[config.mk]
export PLATFORM = sky130hd
export DESIGN_NAME = realram_8x1024_arbiter
export DESIGN_NICKNAME = d
export VERILOG_FILES = /design/src/rtl/realram_ctrl_pkg.sv /design/src/rtl/realram_rr_arbiter.sv /design/src/rtl/realram_8x1024_arbiter.sv
export SDC_FILE = /design/constraint.sdc
export NUM_CORES = 1
export LEC_CHECK = 0
export BUFFER_PORTS_ARGS = -buffer_cell sky130_fd_sc_hd__clkbuf_2
export CAP_MARGIN = 25
export CORE_AREA = 2 2 78 80
export CTS_BUF_LIST = sky130_fd_sc_hd__clkbuf_2
export DETAILED_ROUTE_END_ITERATION = 12
export DIE_AREA = 0 0 80 82
export GPL_TIMING_DRIVEN = 0
export PLACE_DENSITY = 0.75
export SLEW_MARGIN = 20
export SYNTH_ARGS = -nofsm -noshare
export SYNTH_HDL_FRONTEND = slang
export SYNTH_SLANG_ARGS = --single-unit
[constraint.sdc]
create_clock -name clk -period 4.45 [get_ports clk]
set_clock_uncertainty 0.05 [all_clocks]
set_input_delay 0.2225 -clock clk [delete_from_list [all_inputs] [get_ports clk]]
set_output_delay 0.2225 -clock clk [all_outputs]
set_load 0.1 [all_outputs]
[src/rtl/realram_ctrl_pkg.sv]
// ============================================================================
// Module   : realram_ctrl_pkg
// Brief    : Shared types and sizing helpers for the sky130 8x1024 RW-port arbiter.
// Revision : 1.0
// ============================================================================
`default_nettype none

package realram_ctrl_pkg;

  typedef enum logic [0:0] {
    ST_CLEAR = 1'b0,
    ST_RUN   = 1'b1
  } state_t;

  localparam int c_DEFAULT_NUM_REQ = 2;
  localparam int c_DEFAULT_DEPTH   = 1024;
  localparam int c_DEFAULT_BITS    = 8;

  // Requester index width; a single requester still needs a 1-bit id.
  function automatic int id_width(input int num_req);
    return (num_req > 1) ? $clog2(num_req) : 1;
  endfunction

endpackage

`default_nettype wire

[src/rtl/realram_rr_arbiter.sv]
// ============================================================================
// Module   : realram_rr_arbiter
// Brief    : Round-robin priority picker; first request at or after ptr wins.
// Revision : 1.0
// ============================================================================
`default_nettype none

module realram_rr_arbiter
  import realram_ctrl_pkg::*;
#(
  parameter int NUM_REQ  = c_DEFAULT_NUM_REQ,
  parameter int ID_WIDTH = id_width(NUM_REQ)
) (
  input  logic [NUM_REQ-1:0]  req,
  input  logic [ID_WIDTH-1:0] ptr,
  output logic [NUM_REQ-1:0]  grant
);

  logic [2*NUM_REQ-1:0] w_req_dbl;
  logic [NUM_REQ-1:0]   w_rot;
  logic [NUM_REQ-1:0]   w_rot_gnt;
  logic [2*NUM_REQ-1:0] w_gnt_dbl;

  // Rotate so ptr sits at bit 0, take the lowest set bit, rotate back.
  assign w_req_dbl = {req, req};
  assign w_rot     = w_req_dbl[ptr +: NUM_REQ];
  assign w_rot_gnt = w_rot & (~w_rot + 1'b1);
  assign w_gnt_dbl = {w_rot_gnt, w_rot_gnt} << ptr;
  assign grant     = w_gnt_dbl[2*NUM_REQ-1:NUM_REQ];

endmodule

`default_nettype wire

[src/rtl/realram_8x1024_arbiter.sv]
// ============================================================================
// Module   : realram_8x1024_arbiter
// Brief    : Shares port 0 of a sky130 1rw1r 8x1024 macro between NUM_REQ
//            requesters with round-robin grant, clear sweep and read tagging.
// Revision : 1.0
// ============================================================================
`default_nettype none

module realram_8x1024_arbiter
  import realram_ctrl_pkg::*;
#(
  parameter int                NUM_REQ        = c_DEFAULT_NUM_REQ,
  parameter int                ADDR_WIDTH     = $clog2(c_DEFAULT_DEPTH),
  parameter int                BITS           = c_DEFAULT_BITS,
  parameter int                READ_LATENCY   = 1,
  parameter bit                CLEAR_ON_RESET = 1'b1,
  parameter logic [BITS-1:0]   CLEAR_VALUE    = '0,
  localparam int               ID_WIDTH       = id_width(NUM_REQ)
) (
  input  logic                          clk,
  input  logic                          reset,
  input  logic [NUM_REQ-1:0]            req_v,
  input  logic [NUM_REQ-1:0]            req_we,
  input  logic [NUM_REQ*ADDR_WIDTH-1:0] req_addr,
  input  logic [NUM_REQ*BITS-1:0]       req_wdata,
  input  logic [NUM_REQ*BITS-1:0]       req_wmask,
  output logic [NUM_REQ-1:0]            req_ready,
  output logic                          rsp_v,
  output logic [ID_WIDTH-1:0]           rsp_id,
  output logic [BITS-1:0]               rsp_data,
  output logic                          clear_done,
  output logic                          sram_csb0,
  output logic                          sram_web0,
  output logic [BITS-1:0]               sram_wmask0,
  output logic [ADDR_WIDTH-1:0]         sram_addr0,
  output logic [BITS-1:0]               sram_din0,
  input  logic [BITS-1:0]               sram_dout0
);

  localparam logic [ADDR_WIDTH-1:0] c_LAST_ADDR = '1;
  localparam state_t                c_RESET_ST  = CLEAR_ON_RESET ? ST_CLEAR : ST_RUN;

  state_t                         r_state;
  state_t                         w_state_nxt;
  logic [ADDR_WIDTH-1:0]          r_count;
  logic [ID_WIDTH-1:0]            r_ptr;
  logic [ID_WIDTH-1:0]            w_ptr_nxt;
  logic [NUM_REQ-1:0]             w_req_eff;
  logic [NUM_REQ-1:0]             w_grant;
  logic                           w_any_req;
  logic                           w_accept;

  logic [ADDR_WIDTH-1:0]          w_addr_acc  [NUM_REQ+1];
  logic [BITS-1:0]                w_wdata_acc [NUM_REQ+1];
  logic [BITS-1:0]                w_wmask_acc [NUM_REQ+1];
  logic [ID_WIDTH-1:0]            w_id_acc    [NUM_REQ+1];
  logic                           w_we_acc    [NUM_REQ+1];

  logic [ADDR_WIDTH-1:0]          r_last_addr;
  logic [BITS-1:0]                r_last_din;
  logic [BITS-1:0]                r_last_wmask;

  logic                           r_iss_v;
  logic [ID_WIDTH-1:0]            r_iss_id;
  logic [READ_LATENCY-1:0]                r_tag_v;
  logic [READ_LATENCY-1:0][ID_WIDTH-1:0]  r_tag_id;

  // Requests only compete once the array is usable and reset has released.
  assign w_req_eff = (r_state == ST_RUN && !reset) ? req_v : '0;
  assign w_any_req = |w_req_eff;

  realram_rr_arbiter #(
    .NUM_REQ  (NUM_REQ),
    .ID_WIDTH (ID_WIDTH)
  ) u_rr_arbiter (
    .req   (w_req_eff),
    .ptr   (r_ptr),
    .grant (w_grant)
  );

  // Grant is one-hot, so the winner's fields are an OR of masked slices.
  assign w_addr_acc[0]  = '0;
  assign w_wdata_acc[0] = '0;
  assign w_wmask_acc[0] = '0;
  assign w_id_acc[0]    = '0;
  assign w_we_acc[0]    = 1'b0;

  for (genvar i = 0; i < NUM_REQ; i++) begin : g_win_mux
    assign w_addr_acc[i+1]  = w_addr_acc[i]  | (w_grant[i] ? req_addr[i*ADDR_WIDTH +: ADDR_WIDTH] : '0);
    assign w_wdata_acc[i+1] = w_wdata_acc[i] | (w_grant[i] ? req_wdata[i*BITS +: BITS] : '0);
    assign w_wmask_acc[i+1] = w_wmask_acc[i] | (w_grant[i] ? req_wmask[i*BITS +: BITS] : '0);
    assign w_id_acc[i+1]    = w_id_acc[i]    | (w_grant[i] ? ID_WIDTH'(i) : '0);
    assign w_we_acc[i+1]    = w_we_acc[i]    | (w_grant[i] & req_we[i]);
  end

  assign w_accept  = |(req_v & w_grant);
  assign w_ptr_nxt = (w_id_acc[NUM_REQ] == ID_WIDTH'(NUM_REQ - 1)) ? '0
                   : w_id_acc[NUM_REQ] + 1'b1;

  always_ff @(posedge clk or posedge reset) begin
    if (reset) begin
      r_state <= c_RESET_ST;
    end else begin
      r_state <= w_state_nxt;
    end
  end

  always_comb begin
    w_state_nxt = r_state;
    case (r_state)
      ST_CLEAR: if (r_count == c_LAST_ADDR) w_state_nxt = ST_RUN;
      ST_RUN:   w_state_nxt = ST_RUN;
      default:  w_state_nxt = c_RESET_ST;
    endcase
  end

  // Idle macro pins replay the last driven values to avoid needless toggling.
  always_comb begin
    req_ready   = '0;
    clear_done  = 1'b0;
    sram_csb0   = 1'b1;
    sram_web0   = 1'b1;
    sram_addr0  = r_last_addr;
    sram_din0   = r_last_din;
    sram_wmask0 = r_last_wmask;
    if (!reset) begin
      case (r_state)
        ST_CLEAR: begin
          sram_csb0   = 1'b0;
          sram_web0   = 1'b0;
          sram_addr0  = r_count;
          sram_din0   = CLEAR_VALUE;
          sram_wmask0 = '1;
        end
        ST_RUN: begin
          clear_done = 1'b1;
          req_ready  = w_grant;
          if (w_any_req) begin
            sram_csb0   = 1'b0;
            sram_web0   = ~w_we_acc[NUM_REQ];
            sram_addr0  = w_addr_acc[NUM_REQ];
            sram_din0   = w_wdata_acc[NUM_REQ];
            sram_wmask0 = w_wmask_acc[NUM_REQ];
          end
        end
        default: ;
      endcase
    end
  end

  always_ff @(posedge clk or posedge reset) begin
    if (reset) begin
      r_count      <= '0;
      r_ptr        <= '0;
      r_last_addr  <= '0;
      r_last_din   <= '0;
      r_last_wmask <= '0;
      r_iss_v      <= 1'b0;
      r_iss_id     <= '0;
    end else begin
      if (r_state == ST_CLEAR && r_count != c_LAST_ADDR) begin
        r_count <= r_count + 1'b1;
      end
      if (w_accept) begin
        r_ptr <= w_ptr_nxt;
      end
      if (!sram_csb0) begin
        r_last_addr  <= sram_addr0;
        r_last_din   <= sram_din0;
        r_last_wmask <= sram_wmask0;
      end
      r_iss_v  <= w_accept & ~w_we_acc[NUM_REQ];
      r_iss_id <= w_id_acc[NUM_REQ];
    end
  end

  // The issue stage plus READ_LATENCY tag stages line up with dout0 validity.
  if (READ_LATENCY == 1) begin : g_tag_lat1
    always_ff @(posedge clk or posedge reset) begin
      if (reset) begin
        r_tag_v  <= '0;
        r_tag_id <= '0;
      end else begin
        r_tag_v     <= r_iss_v;
        r_tag_id[0] <= r_iss_id;
      end
    end
  end else begin : g_tag_latn
    always_ff @(posedge clk or posedge reset) begin
      if (reset) begin
        r_tag_v  <= '0;
        r_tag_id <= '0;
      end else begin
        r_tag_v  <= {r_tag_v[READ_LATENCY-2:0], r_iss_v};
        r_tag_id <= {r_tag_id[READ_LATENCY-2:0], r_iss_id};
      end
    end
  end

  always_ff @(posedge clk or posedge reset) begin
    if (reset) begin
      rsp_v    <= 1'b0;
      rsp_id   <= '0;
      rsp_data <= '0;
    end else begin
      rsp_v <= r_tag_v[READ_LATENCY-1];
      if (r_tag_v[READ_LATENCY-1]) begin
        rsp_id   <= r_tag_id[READ_LATENCY-1];
        rsp_data <= sram_dout0;
      end
    end
  end

endmodule

`default_nettype wire

==> run_results.csv <==
group,metric,value,unit
route,first_iter_violations,169,
route,vias,2536,
synth,ys_seq_elements,52,
synth,yosysUniqueCellTypes,41,
cells_and_area,fin_cells,475,
clock_network,cts_sinks,52,
route,drc,0,
timing,worst_pin_slew,0.787,ns
timing,timing.final.crit_share,62.2,%
critical_path,start_kind,"input pin",
route,firstDrtPassIters,4,
power,ir_drop,128,uV
die,ios,107,
clock_network,clk_path_buf_depth,2,
placement,gp_congestion,0.811,
die,die_w,80,microns
timing,setup_violations,0,
synth,synth_edf_count,0,
synth,avgSynthCellArea,10.3,sq um
critical_path,cp-end-kind,"primary output",
die,core-area,5750,sq um
clock_network,cts_buffers,5,
synth,synth_top_flop_cell,"dfrtp_1",
timing,fmax,361,MHz
route,viasPerCell,5.34,
synth,ys_seq_area_share,51.7,%
timing,drv_slew,0,
synth,netlist_area,2520,sq um
critical_path,critPathMaxFanout,10,
route,postRouteAntennaNets,0,
synth,yosys_warnings,0,
critical_path,required,4.18,ns
critical_path,max_stage_delay,0.55,ns
cells_and_area,layout_commonest_cell,"clkbuf_2",
die,start_util,43.8,%
critical_path,critical_path_class,"input pin to primary output",
timing,period_needed,2.77,ns
clock_network,cts_tree,"built",
die,row_count,28,
critical_path,arrival,2.50,ns
power,leakagePower,1.94,nW
timing,finalHoldViolations,0,
route,routed_wirelength,6.68,mm
cells_and_area,multi_input_area,1110,sq um
clock_network,cts_resized,0,
placement,placedCellCount,425,
outcome,outcome,"finished, final reports clean",
power,power_density,219,nW/um^2
synth,synthesis.nets,312,
global_routing,first_global_vias,2363,
global_routing,grt_usage,20.8,%
hold_path,hp-class,"input pin to register",
clock_network,h-tree-depth,2,
cells_and_area,seq_area,1300,sq um
route,wl_per_cell,14.1,microns
global_routing,antenna_found_initial,0,
global_routing,grt_overflow,0,
placement,place_worst_setup_slack,2.21,ns
die,fp.dieH,82,microns
timing,rsz0062_at_grt,"false",
clock_network,clock_latency,0.41,ns
placement,dp_hpwl,4.82,mm
power,power,0.793,mW
cells_and_area,fillers,491,
placement,port_buffers,104,
synth,async_flop_share,100,%
clock_network,root_buffer,"clkbuf_2",
timing,tns,0,ns
critical_path,crit_chain,"dlygate4sd3_1 -> buf_6 -> nand2b_4 -> buf_8 -> nor2_2 -> buf_2 -> a22oi_1 -> nand2_1 -> clkbuf_2",
critical_path,slowest_stage,"dlygate4sd3_1",
global_routing,grt_max_degree,45,
cells_and_area,nNetsFinal,467,
timing,setup_slack,1.68,ns
cells_and_area,final_util,63.0,%
clock_network,clkSlewWorstSetupHoldPaths,0.24,ns
clock_network,post_cts.repair.setup_buffers,0,
cells_and_area,antenna_cells,0,
global_routing,grt_pass1_wl,10.6,mm
synth,synthCells,245,
die,dieArea,6560,sq um
flow_run,drv_cap,0,
cells_and_area,layout-drive-gt1-share,35.0,%
cells_and_area,mostFrequentLayoutCells,"110 x clkbuf_2, 52 x dfrtp_1, 43 x dlygate4sd3_1",
cells_and_area,syn_to_final_growth,43.8,%
timing,relSlewSlack,47.4,%
==> cells in the mapped netlist, types with 2 or more instances <==
cell,number,share of area (%)
dfrtp_1,52,52
nand2_1,42,6.3
a22oi_1,31,9.2
a21oi_1,29,5.8
a2bb2oi_1,14,4.9
mux2_2,11,4.9
nor2_1,7,1.0
nand3_1,6,1.2
buf_2,5,0.99
inv_1,5,0.75
and3_1,3,0.75
clkbuf_1,3,0.45
a221oi_1,2,0.70
buf_6,2,0.89
nand2b_1,2,0.50
nor2_2,2,0.50
nor2b_1,2,0.50
nor3_1,2,0.40
o21a_1,2,0.60
o21ai_0,2,0.40
==> sequential cells by signal, summed over array words and instances (netlist names) <==
| signal | flops |
|---|---|
| r_count | 10 |
| r_last_addr | 10 |
| r_last_din | 8 |
| r_last_wmask | 8 |
| rsp_data | 8 |
| r_iss_id | 1 |
| r_iss_v | 1 |
| r_ptr | 1 |
| r_state | 1 |
| r_tag_id | 1 |
| r_tag_v | 1 |
| rsp_id | 1 |
| rsp_v | 1 |
==> cells by family after synthesis <==
| kind of cell | after synthesis | synth area share [%] |
|---|---|---|
| and+or+nand+nor | 72 | 13.2 |
| muxes | 12 | 5.32 |
| xor gates and xnor gates | 1 | 0.348 |
| AOI/OAI and AO/OA | 89 | 24.7 |
| buffers and inverters | 18 | 4.22 |
| DFF | 52 | 51.7 |
| adders and majority gates | 1 | 0.497 |
==> worst max-delay path, delay by kind of cell <==
kind            cells  cell delay [ns]
compound gates      1             0.12
buf+inv             5             1.60
simple gates        3             0.55
==> repair_timing <==
action | in CTS | in global routing
endpoints found under the hold margin | 41 | 1
hold buffers | 42 | 1
setup endpoints to repair | 0 | 0
==> per-layer routing <==
layer / part of all wire, % / vias to the layer above / track usage (%)
li1: - / 1221 / -
met1: 41 / 1249 / 25.5
met2: 54 / 60 / 38.3
met3: 3.8 / 6 / 3.41
met4: 0.69 / 0 / 4.92
met5: 0 / - / 0
==> final cells by class <==
cell class                 count  area share [%]
buffer                        12            2.35
clock buffer                   6           0.829
clock inverter                 1           0.138
inverter                       6           0.691
multi-input combinational    175            30.6
sequential                    52            35.9
tap                           75            2.59
timing repair buffer         148            26.8
==> through the flow <==
stage	hold WS, ns	area, sq um
after floorplan	0.277	2520
after global placement	0.282	3130
after detailed placement	0.285	3160
after CTS	0.0118	3610
after global routing	0.0179	3620
final	0.0567	3620
==> final timing paths <==
check / start / endpoint / slack, ns / depth (start not counted)
min: req_wdata[11] / r_last_din[3] / 0.06 / 3
max: reset / sram_addr0[7] / 1.68 / 9
min in group asynchronous: reset / r_last_wmask[6] / 0.51 / 4
max reg2reg: r_state / r_last_addr[7] / 2.21 / 7
min reg2reg: r_iss_v / r_tag_v / 0.33 / 0
max in group asynchronous: reset / r_ptr / 3.32 / 5
==> report_power, final <==
| group | switching (mW) | internal, mW |
|---|---|---|
| Sequential | 0.00126 | 0.477 |
| Clock | 0.137 | 0.0375 |
| Combinational | 0.0812 | 0.0587 |
No activity file was read; power rests on OpenSTA's default activity.
